`config.mk`:
```
export PLATFORM = sky130hd
export DESIGN_NAME = bin2bcd_seq
export DESIGN_NICKNAME = d
export VERILOG_FILES = /design/src/rtl/test_result_logger_pkg.sv /design/src/rtl/test_result_logger_bin2bcd_seq.sv
export SDC_FILE = /design/constraint.sdc
export NUM_CORES = 1
export LEC_CHECK = 0
export CAP_MARGIN = 10
export CELL_PAD_IN_SITES_DETAIL_PLACEMENT = 1
export CELL_PAD_IN_SITES_GLOBAL_PLACEMENT = 2
export CORE_ASPECT_RATIO = 0.6
export CORE_UTILIZATION = 24
export CTS_CLUSTER_DIAMETER = 40
export CTS_CLUSTER_SIZE = 25
export DETAILED_ROUTE_END_ITERATION = 10
export DONT_BUFFER_PORTS = 1
export PLACE_DENSITY = 0.57
export SLEW_MARGIN = 25
export SYNTH_ARGS = -nofsm -noshare
export SYNTH_HDL_FRONTEND = slang
export SYNTH_SLANG_ARGS = --single-unit
```
`constraint.sdc`:
```
create_clock -name sys_clock -period 2.9 [get_ports sys_clock]
set_clock_uncertainty 0.2 [all_clocks]
set_input_delay 0.145 -clock sys_clock [delete_from_list [all_inputs] [get_ports sys_clock]]
set_output_delay 0.145 -clock sys_clock [all_outputs]
set_load 0.03 [all_outputs]
```
`src/rtl/test_result_logger_pkg.sv`:
```
// Shared definitions for the test result logger: controller states, display
// source codes, counter geometry and the saturating increment.
package test_result_logger_pkg;

  localparam int NUM_CHAINS = 22;
  localparam int CNT_MAX    = 9999;
  localparam int CNT_W      = 15;

  typedef enum logic [1:0] {
    ST_IDLE = 2'd0,
    ST_RUN  = 2'd1,
    ST_HALT = 2'd2,
    ST_DONE = 2'd3
  } state_t;

  localparam logic [1:0] VIEW_TESTS  = 2'd0;
  localparam logic [1:0] VIEW_ERRORS = 2'd1;
  localparam logic [1:0] VIEW_FIRST  = 2'd2;
  localparam logic [1:0] VIEW_CHAINS = 2'd3;

  // Counters stop at the display limit instead of wrapping.
  function automatic logic [CNT_W-1:0] sat_inc(input logic [CNT_W-1:0] value,
                                               input int max);
    return (int'(value) >= max) ? value : value + CNT_W'(1);
  endfunction

endpackage

```
`src/rtl/test_result_logger_bin2bcd_seq.sv`:
```
// Sequential shift-add-3 binary to 4-digit BCD converter. A start while idle
// loads the operand; bcd updates exactly 16 cycles later, in the cycle after done.
module bin2bcd_seq
  import test_result_logger_pkg::*;
(
  input  logic             sys_clock,
  input  logic             sys_reset,
  input  logic             start,
  input  logic [CNT_W-1:0] bin,
  output logic             busy,
  output logic             done,
  output logic [15:0]      bcd
);

  logic [CNT_W-1:0]  bin_sr;
  logic [15:0]       acc;
  logic [15:0]       acc_adj;
  logic [3:0]        step;
  logic [CNT_W+15:0] shifted;

  // NOTE: every signal written in always_comb gets a default first, so no path
  // leaves it unassigned and no latch is inferred.
  always_comb begin
    acc_adj = acc;
    for (int d = 0; d < 4; d++) begin
      if (acc[4*d +: 4] >= 4'd5) acc_adj[4*d +: 4] = acc[4*d +: 4] + 4'd3;
    end
  end

  assign shifted = {acc_adj, bin_sr} << 1;
  assign done    = busy && (step == 4'(CNT_W));

  // NOTE: sequential state uses non-blocking assignments so every flop samples
  // pre-edge values regardless of statement order.
  always_ff @(posedge sys_clock or negedge sys_reset) begin
    if (!sys_reset) begin
      bin_sr <= '0;
      acc    <= '0;
      step   <= '0;
      busy   <= 1'b0;
      bcd    <= '0;
    end else if (start && !busy) begin
      bin_sr <= bin;
      acc    <= '0;
      step   <= '0;
      busy   <= 1'b1;
    end else if (done) begin
      bcd  <= acc;
      busy <= 1'b0;
    end else if (busy) begin
      acc    <= shifted[CNT_W+15:CNT_W];
      bin_sr <= shifted[CNT_W-1:0];
      step   <= step + 4'd1;
    end
  end

endmodule

```
# Word-level counts from Yosys, hierarchy flattened
# Cells that the tools add are included.
# word_totals
out_inout_bits	18
reg_bits	52
word_cells	39
# classes
n_mux	15
n_reduce_logical	7
bitwise_logic	1
add_sub_neg	5
n_eq_ne	2
n_lt_le_gt_ge	4
# ops
operator	n
$mux 16	3
$mux 15	3
$mux 4	6
$ge 4x3->1 const B	4
$add 4x2->4 const B	3
$add 4x1->4 const B	1
$eq 4x4->1 const B	1
$reduce_and 2->1	2
$reduce_bool 2->1	2
$add 3x2->3 const B	1
$mux 3	1
$logic_and 1x1->1	2
$mux 1	2
$ne 2x1->1 const B	1
$logic_not 1->1	1
$not 1->1	1

# Depth between registers and ports, before layout
# Gate-level depths: netlist of the first run.
# depth
ltp_word	5
mapped_depth	7
mapped_depth_nobuf	6

# Worst setup path after synthesis of the first run
# OpenSTA, ideal clock, no wires.
# synth_path
kind	register to register
from	register acc[0]
to	register acc[2]
n_path_buf	0
required_time_ps	2617
path_stages_with_launch	7
arrival_time_ps	1450
path_slack_ps	1167
cell_sequence	dfrtp_1 > inv_1 > ha_1 > nand2b_1 > a21oi_1 > mux2_2 > o21ai_0
# synth_between
elab_chain_cells	5
# synth_rtl
item	line	source
start, declared	test_result_logger_bin2bcd_seq.sv:16	logic [15:0] acc;
start signal, assigned	test_result_logger_bin2bcd_seq.sv:51	acc <= shifted[CNT_W+15:CNT_W];
$add 4x2->4 / $ge 4x3->1 (equally long branches)	test_result_logger_bin2bcd_seq.sv:26	if (acc[4*d +: 4] >= 4'd5) acc_adj[4*d +: 4] = acc[4*d +: 4] + 4'd3;
$mux 4 (*)	test_result_logger_bin2bcd_seq.sv:26	
$mux 16 (*)	test_result_logger_bin2bcd_seq.sv:50	end else if (busy) begin
$mux 16 (*)	test_result_logger_bin2bcd_seq.sv:47	end else if (done) begin
$mux 16 (*)	test_result_logger_bin2bcd_seq.sv:42	end else if (start && !busy) begin
# Mark *: on every way between the ends. The rest lies on a longest branch, timed or not. The select of a mux whose other input is x is not followed.
# A chain may end at the register's enable or synchronous reset.

# Worst setup path in the final report of the first run
# layout_path
from	register busy
to	output port done
# layout_between
elab_chain_cells	1
# layout_rtl
item	line	source
start, declared	test_result_logger_bin2bcd_seq.sv:10	output logic busy,
start signal, assigned	test_result_logger_bin2bcd_seq.sv:40	busy <= 1'b0;
start signal, assigned	test_result_logger_bin2bcd_seq.sv:46	busy <= 1'b1;
start signal, assigned	test_result_logger_bin2bcd_seq.sv:49	busy <= 1'b0;
$logic_and 1x1->1	test_result_logger_bin2bcd_seq.sv:31	assign done = busy && (step == 4'(CNT_W));
end, declared	test_result_logger_bin2bcd_seq.sv:11	output logic done,
# No other way between the ends.

==> flow_summary.toml, run 1 <==
[status]
status = "finished, final reports clean"

[timing]
rsz0062_at_grt = "no"
max_freq_mhz = 396
relSlewSlack_pct = 43.6
fin_crit_sh_pct = 87.1
final-setup-viol-count = 0
hold_viol_final = 0
worst_pin_slew_ps = 844
whs_ps = 156
slew_viol_final = 0
finalSetupTns_ps = 0
layout_min_cycle_time_ps = 2530
fin_ws_ps = 373

[synthesis]
synthCells = 224
synth_edf_count = 0
syn_area_um2 = 2410
synth_cell_types = 29
ys_ff_latch = 52
synth_top_cell_area_share_pct = 54.0
synth_most_common_cell = "dfrtp_1"
synthTopCellsByArea = "dfrtp_1 (54%), nand2_1 (7.2%), o21ai_0 (4.8%)"
synthFlopType = "dfrtp_1"
async_flop_share_pct = 100
yosysSeqAreaShare_pct = 54.0
syn_area_per_cell_um2 = 10.8
synth_top_cell_by_area = "dfrtp_1"
ys_warn_count = 0
synthesis.nets = 251
synth_common_cells = "dfrtp_1 (52), nand2_1 (46), o21ai_0 (23), a22oi_1 (14), nand3_1 (10)"

[power_and_ir_drop]
p_total_mw = 3.34
switching_share_pct = 42.1
p_clk_share_pct = 18.4
ir_drop_uv = 271
p_per_area_nw_per_um2 = 1170
p_sw_mw = 1.40
p_seq_share_pct = 45.9
p_comb_share_pct = 35.7
p_int_mw = 1.93
leakage_nw = 1.29

[worst_hold_path]
worst_hold_path_type = "in2async"

[clock_tree]
clock-sinks = 52
clock_path_buffers = 2
cts_setup_buffers = 0
cts_tree = "yes"
cts_root_buf = "clkbuf_16"
htreeDepth = 2
cts_made_buffers = 5
clock_latency_ps = 280
clk_pin_slew_ps = 70

[place]
dp.cells = 345
globalplace.congestion = 0.694
port_buffers = 0
place_ws_ps = 650
placed_area_um2 = 2520
post-dp-hpwl_um = 3840

[floorplan]
fp.coreArea_um2 = 9460
rows = 27
dieArea_um2 = 10500
start_util_pct = 25.5
die_w_um = 131
die_height_um = 79.6
io_pins = 36

[finish]
syn2layout_area_growth_pct = 18.7
nets = 266
final_area_um2 = 2860
n_antenna_cell = 0
drive_above_1_share_pct = 12.1
fillers = 1069
final_core_util_pct = 30.2
stdcell_count = 369

[detailed_routing]
wl_per_cell_um = 15.4
first_pass_iters = 4
vias = 1661
ant_nets = 0
drc_errors = 0
wirelength_um = 5670
viasPerCell = 4.50
drt_iter0_drc = 61

[grt]
track_usage_pct = 12.1
antenna_found_initial = 0
grt_start_max_net_pins = 53
overflow = 0
grt_pass1_vias = 1858
grt_first_pass_wirelength_um = 10000

[worst_setup_path]
required_ps = 2560
critPathKind = "reg2out"
cp_slowest_cell = "nand4_2"
critPathTopFamily = "simple AND/OR/NAND/NOR gates"
cp.arrival_ps = 2180
slowest_delay_ps = 720
start_kind = "register"
timing.rr.end = "bcd[14]"
critPathBufInv = 1
reg2reg_from = "busy"
crit_fanout = 25
crit_path_end_kind = "primary output"
reg2reg_depth = 2
regToRegSetupSlack_ps = 660
crit_chain = "nand4_2 -> inv_1"

[run]
cap_violations = 0
==> cells in the final DEF, fill, tap and decap left out, drive strengths merged, types with 3 or more instances in the layout <==
cell type,instances
dfrtp,52
nand2,46
o21ai,23
dlygate4sd3,16
a22oi,14
mux2,12
nand3,11
inv,10
ha,9
clkbuf,7
o31ai,6
nand2b,5
a21oi,5
xnor2,4
xor2,4
a32o,4
buf,3
==> state kept, by name, summed over array words and instances (netlist names) <==
| name | count |
|---|---|
| step | 4 |
| busy | 1 |
| acc | 16 |
| bin_sr | 15 |
| bcd | 16 |
==> cell type report <==
type / instances / area, um^2 / share of cell area, %
clock buffer: 7 / 153 / 5.34
inverter: 10 / 37.5 / 1.31
multi-input combinational: 151 / 1000 / 35.1
sequential: 52 / 1300 / 45.5
tap: 130 / 163 / 5.69
timing repair buffer: 19 / 203 / 7.09
==> power by group through the flow <==
| stage | logic [mW] | clock network, mW | registers, mW |
|---|---|---|---|
| 4_1_cts | 1.23 | 0.637 | 1.54 |
| 3_3_place_gp | 1.14 | 0 | 1.55 |
| 2_1_floorplan | 0.983 | 0 | 1.47 |
| 5_1_grt | 1.41 | 0.663 | 1.59 |
| 3_5_place_dp | 1.19 | 0 | 1.55 |
| 6_report | 1.19 | 0.614 | 1.53 |
==> worst max-delay path by stage <==
stage	endpoint	start	cells past startpoint	slack (ps)
after CTS	done	busy	2	340
after detailed placement	bcd[14]	busy	2	650
after floorplan	acc[2]	acc[0]	6	1170
after global placement	bcd[14]	busy	2	690
final	done	busy	2	370
after global routing	done	busy	2	190
==> per-layer routing <==
layer  vias up  track usage [%]  share of wire [%]
met5         -                0                  0
met4         0             2.44               0.51
met3         4             3.30                4.6
met2        26             18.7                 42
met1       824             17.0                 53
li1        807                -                  -
==> logic make-up after synthesis <==
group | after synthesis | synth area share [%]
mux | 13 | 6.49
flops | 52 | 54.0
fa+ha+maj | 9 | 4.68
buf+inv | 21 | 4.36
compound gates | 54 | 15.1
xor+xnor | 8 | 2.91
simple gates | 67 | 12.4
==> timing repair <==
action,in CTS,in global routing
hold buffers,17,0
hold endpoints to repair,67,0
endpoints found under the setup margin,0,0
gates resized for setup,0,0
(Power assumes the default switching activity.)
==> run 2: changes to the inputs <==
Settings changed: ABC_AREA from default to 1, PLACE_DENSITY 0.57 to 0.61.
==> run 2 against run 1 <==
Compared with the run above: sequential power grew 4%; flip-flop and latch count is the same; wire length grew 3.6%; synthesized cell count grew 31%; register-to-register slack gained 240 ps; global-route usage grew 0.46 points; fmax grew 26%; area after synthesis grew 0.21%; hold slack lost 150 ps; critical path depth grew 6; via count grew 18%; sequential share of layout area shrank 1.4 points; critical endpoint is now step[3].
==> flow_summary.toml, run 2 <==
[status]
status = "finished, final reports clean"

[worst_setup_path]
cp.arrival_ps = 1980
critPathTopFamily = "buffers and inverters"
required_ps = 2880
crit_chain = "ha_1 -> nand3_1 -> nand2_1 -> inv_1 -> buf_4 -> nand3_1 -> nand2_1 -> nor2_1"
reg2reg_depth = 8
cp-startpoint = "step[0]"
regToRegSetupSlack_ps = 900
slowest_delay_ps = 410
start_kind = "register"
reg2reg_from = "step[0]"
crit_path_end_kind = "register"
critPathKind = "reg2reg"
cp_slowest_cell = "dfrtp_1"
crit_fanout = 14
crit_cells = 8
critPathBufInv = 2

[timing]
finalSetupTns_ps = 0
fin_crit_sh_pct = 69.0
slew_viol_final = 0
rsz0062_at_grt = "no"
worst_pin_slew_ps = 468
hold_viol_final = 0
max_freq_mhz = 500
layout_min_cycle_time_ps = 2000
relSlewSlack_pct = 68.8
final-setup-viol-count = 0

[detailed_routing]
drt_iter0_drc = 76
drc_errors = 0
first_pass_iters = 4
wirelength_um = 5880
viasPerCell = 4.35
vias = 1957
ant_nets = 0
wl_per_cell_um = 13.1

[worst_hold_path]
whs_path_depth = 4
worst_hold_path_type = "in2reg"
holdCritStartpoint = "start"

[power_and_ir_drop]
p_per_area_nw_per_um2 = 1150
leakage_nw = 1.43
ir_drop_uv = 366

[synthesis]
synth_top_cell_area_share_pct = 53.9
synth_edf_count = 0
async_flop_share_pct = 100
synthTopCellsByArea = "dfrtp_1 (54%), nand2_1 (17%), o21ai_0 (6.4%)"
syn_area_um2 = 2410
ys_warn_count = 0
synthesis.nets = 321
syn_area_per_cell_um2 = 8.21
synthFlopType = "dfrtp_1"
synth_common_cells = "nand2_1 (111), dfrtp_1 (52), o21ai_0 (31), inv_1 (26), nand3_1 (24)"
synth_top_cell_by_area = "dfrtp_1"
yosysSeqAreaShare_pct = 53.9
synthCells = 294
ys_ff_latch = 52
synth_cell_types = 17
synth_most_common_cell = "nand2_1"

[clock_tree]
cts_tree = "yes"
htreeDepth = 2
cts_setup_buffers = 0
cts_made_buffers = 5
clock-sinks = 52
clock_path_buffers = 2
cts_root_buf = "clkbuf_16"
ctsHoldBuffers = 23
clock_latency_ps = 290
clk_pin_slew_ps = 70
post_cts_resized = 0

[finish]
drive_above_1_share_pct = 5.00
largestRegisters = "acc: 16 flops, bcd: 16 flops, bin_sr: 15 flops"
fillers = 1116
nets = 346
final_common_cell = "nand2_1"
syn2layout_area_growth_pct = 22.3
stdcell_count = 450
n_antenna_cell = 0
mostFrequentLayoutCells = "nand2_1 (111), dfrtp_1 (52), o21ai_0 (31)"

[run]
cap_violations = 0

[floorplan]
fp.coreArea_um2 = 9460
die_height_um = 79.7
io_pins = 36
dieArea_um2 = 10500
die_w_um = 131
start_util_pct = 25.5
rows = 27

[grt]
overflow = 0
grt_start_max_net_pins = 53
grt_first_pass_wirelength_um = 10400
antenna_found_initial = 0
track_usage_pct = 12.6
grt_pass1_vias = 2078

[place]
globalplace.congestion = 0.700
post-dp-hpwl_um = 4010
port_buffers = 0
dp.cells = 419
-- run 2: cell count changes in the layout (fill, tap and decap cells not counted), moves of 5 or more --
cell | previous run | this run
mux2_2 | 9 | 0
o31ai_1 | 5 | 0
dlygate4sd3_1 | 16 | 22
inv_1 | 9 | 26
a22oi_1 | 14 | 0
nand2b_1 | 5 | 0
nor2_1 | 0 | 13
o21ai_1 | 0 | 6
nand2_1 | 46 | 111
nand3_1 | 10 | 24
o21ai_0 | 23 | 31
-- run 2: routing by layer --
metal  vias up  global-route usage [%]  wire [um]
li1        983                       -          -
met1       934                    17.7       3340
met2        35                    18.1       2210
met3         5                    4.19        280
met4         0                    3.49         41
met5         -                       0          0
-- run 2: report_power, final --
group | switching (mW) | leakage [nW] | internal [mW] | total (mW)
registers | 0.514 | 0.643 | 1.08 | 1.59
logic | 0.761 | 0.716 | 0.452 | 1.21
clock network | 0.280 | 0.0736 | 0.319 | 0.600
-- run 2: worst paths after layout --
kind | end
hold / removal | bin_sr[5]
min in group asynchronous | bcd[4]
hold reg to reg | bin_sr[11]
max in group asynchronous | bin_sr[7]
setup / recovery | step[3]
setup reg to reg | step[3]
-- run 2: worst reg2reg max path, cell delays in order, from the launching register on --
cell,delay (ps)
dfrtp_1,410
ha_1,250
nand3_1,80
nand2_1,110
inv_1,370
buf_4,280
nand3_1,90
nand2_1,70
nor2_1,40
-- run 2: cell families (layout without fill, tap and decap cells) --
| logic type | count (synthesis) | after routing | synth area share, % |
|---|---|---|---|
| AOI/OAI and AO/OA | 44 | 44 | 9.49 |
| adders and majority gates | 9 | 9 | 4.67 |
| buffers and inverters | 37 | 63 | 6.43 |
| DFF | 52 | 52 | 53.9 |
| and+or+nand+nor | 152 | 152 | 25.5 |
-- run 2: metrics by stage --
step	total power, mW	util (%)	hold slack, ps	cell area [um^2]	worst slack (ps)
after floorplan	2.46	-	-351	2410	1300
after global placement	2.78	27.1	-349	2560	942
after detailed placement	2.80	27.1	-349	2560	892
after CTS	3.47	31.2	1.51	2950	890
after global routing	3.77	31.2	37.4	2950	694
final	3.41	31.2	3.82	2950	899
-- run 2: cell type report --
type	count	area [um^2]	share of cell area (%)
flip-flops and latches	52	1300	44.1
multi-input cells	205	957	32.4
clock buffers	5	125	4.24
inverters	27	101	3.43
well taps	130	163	5.51
clock inverters	3	18.8	0.636
repair buffers	28	285	9.67
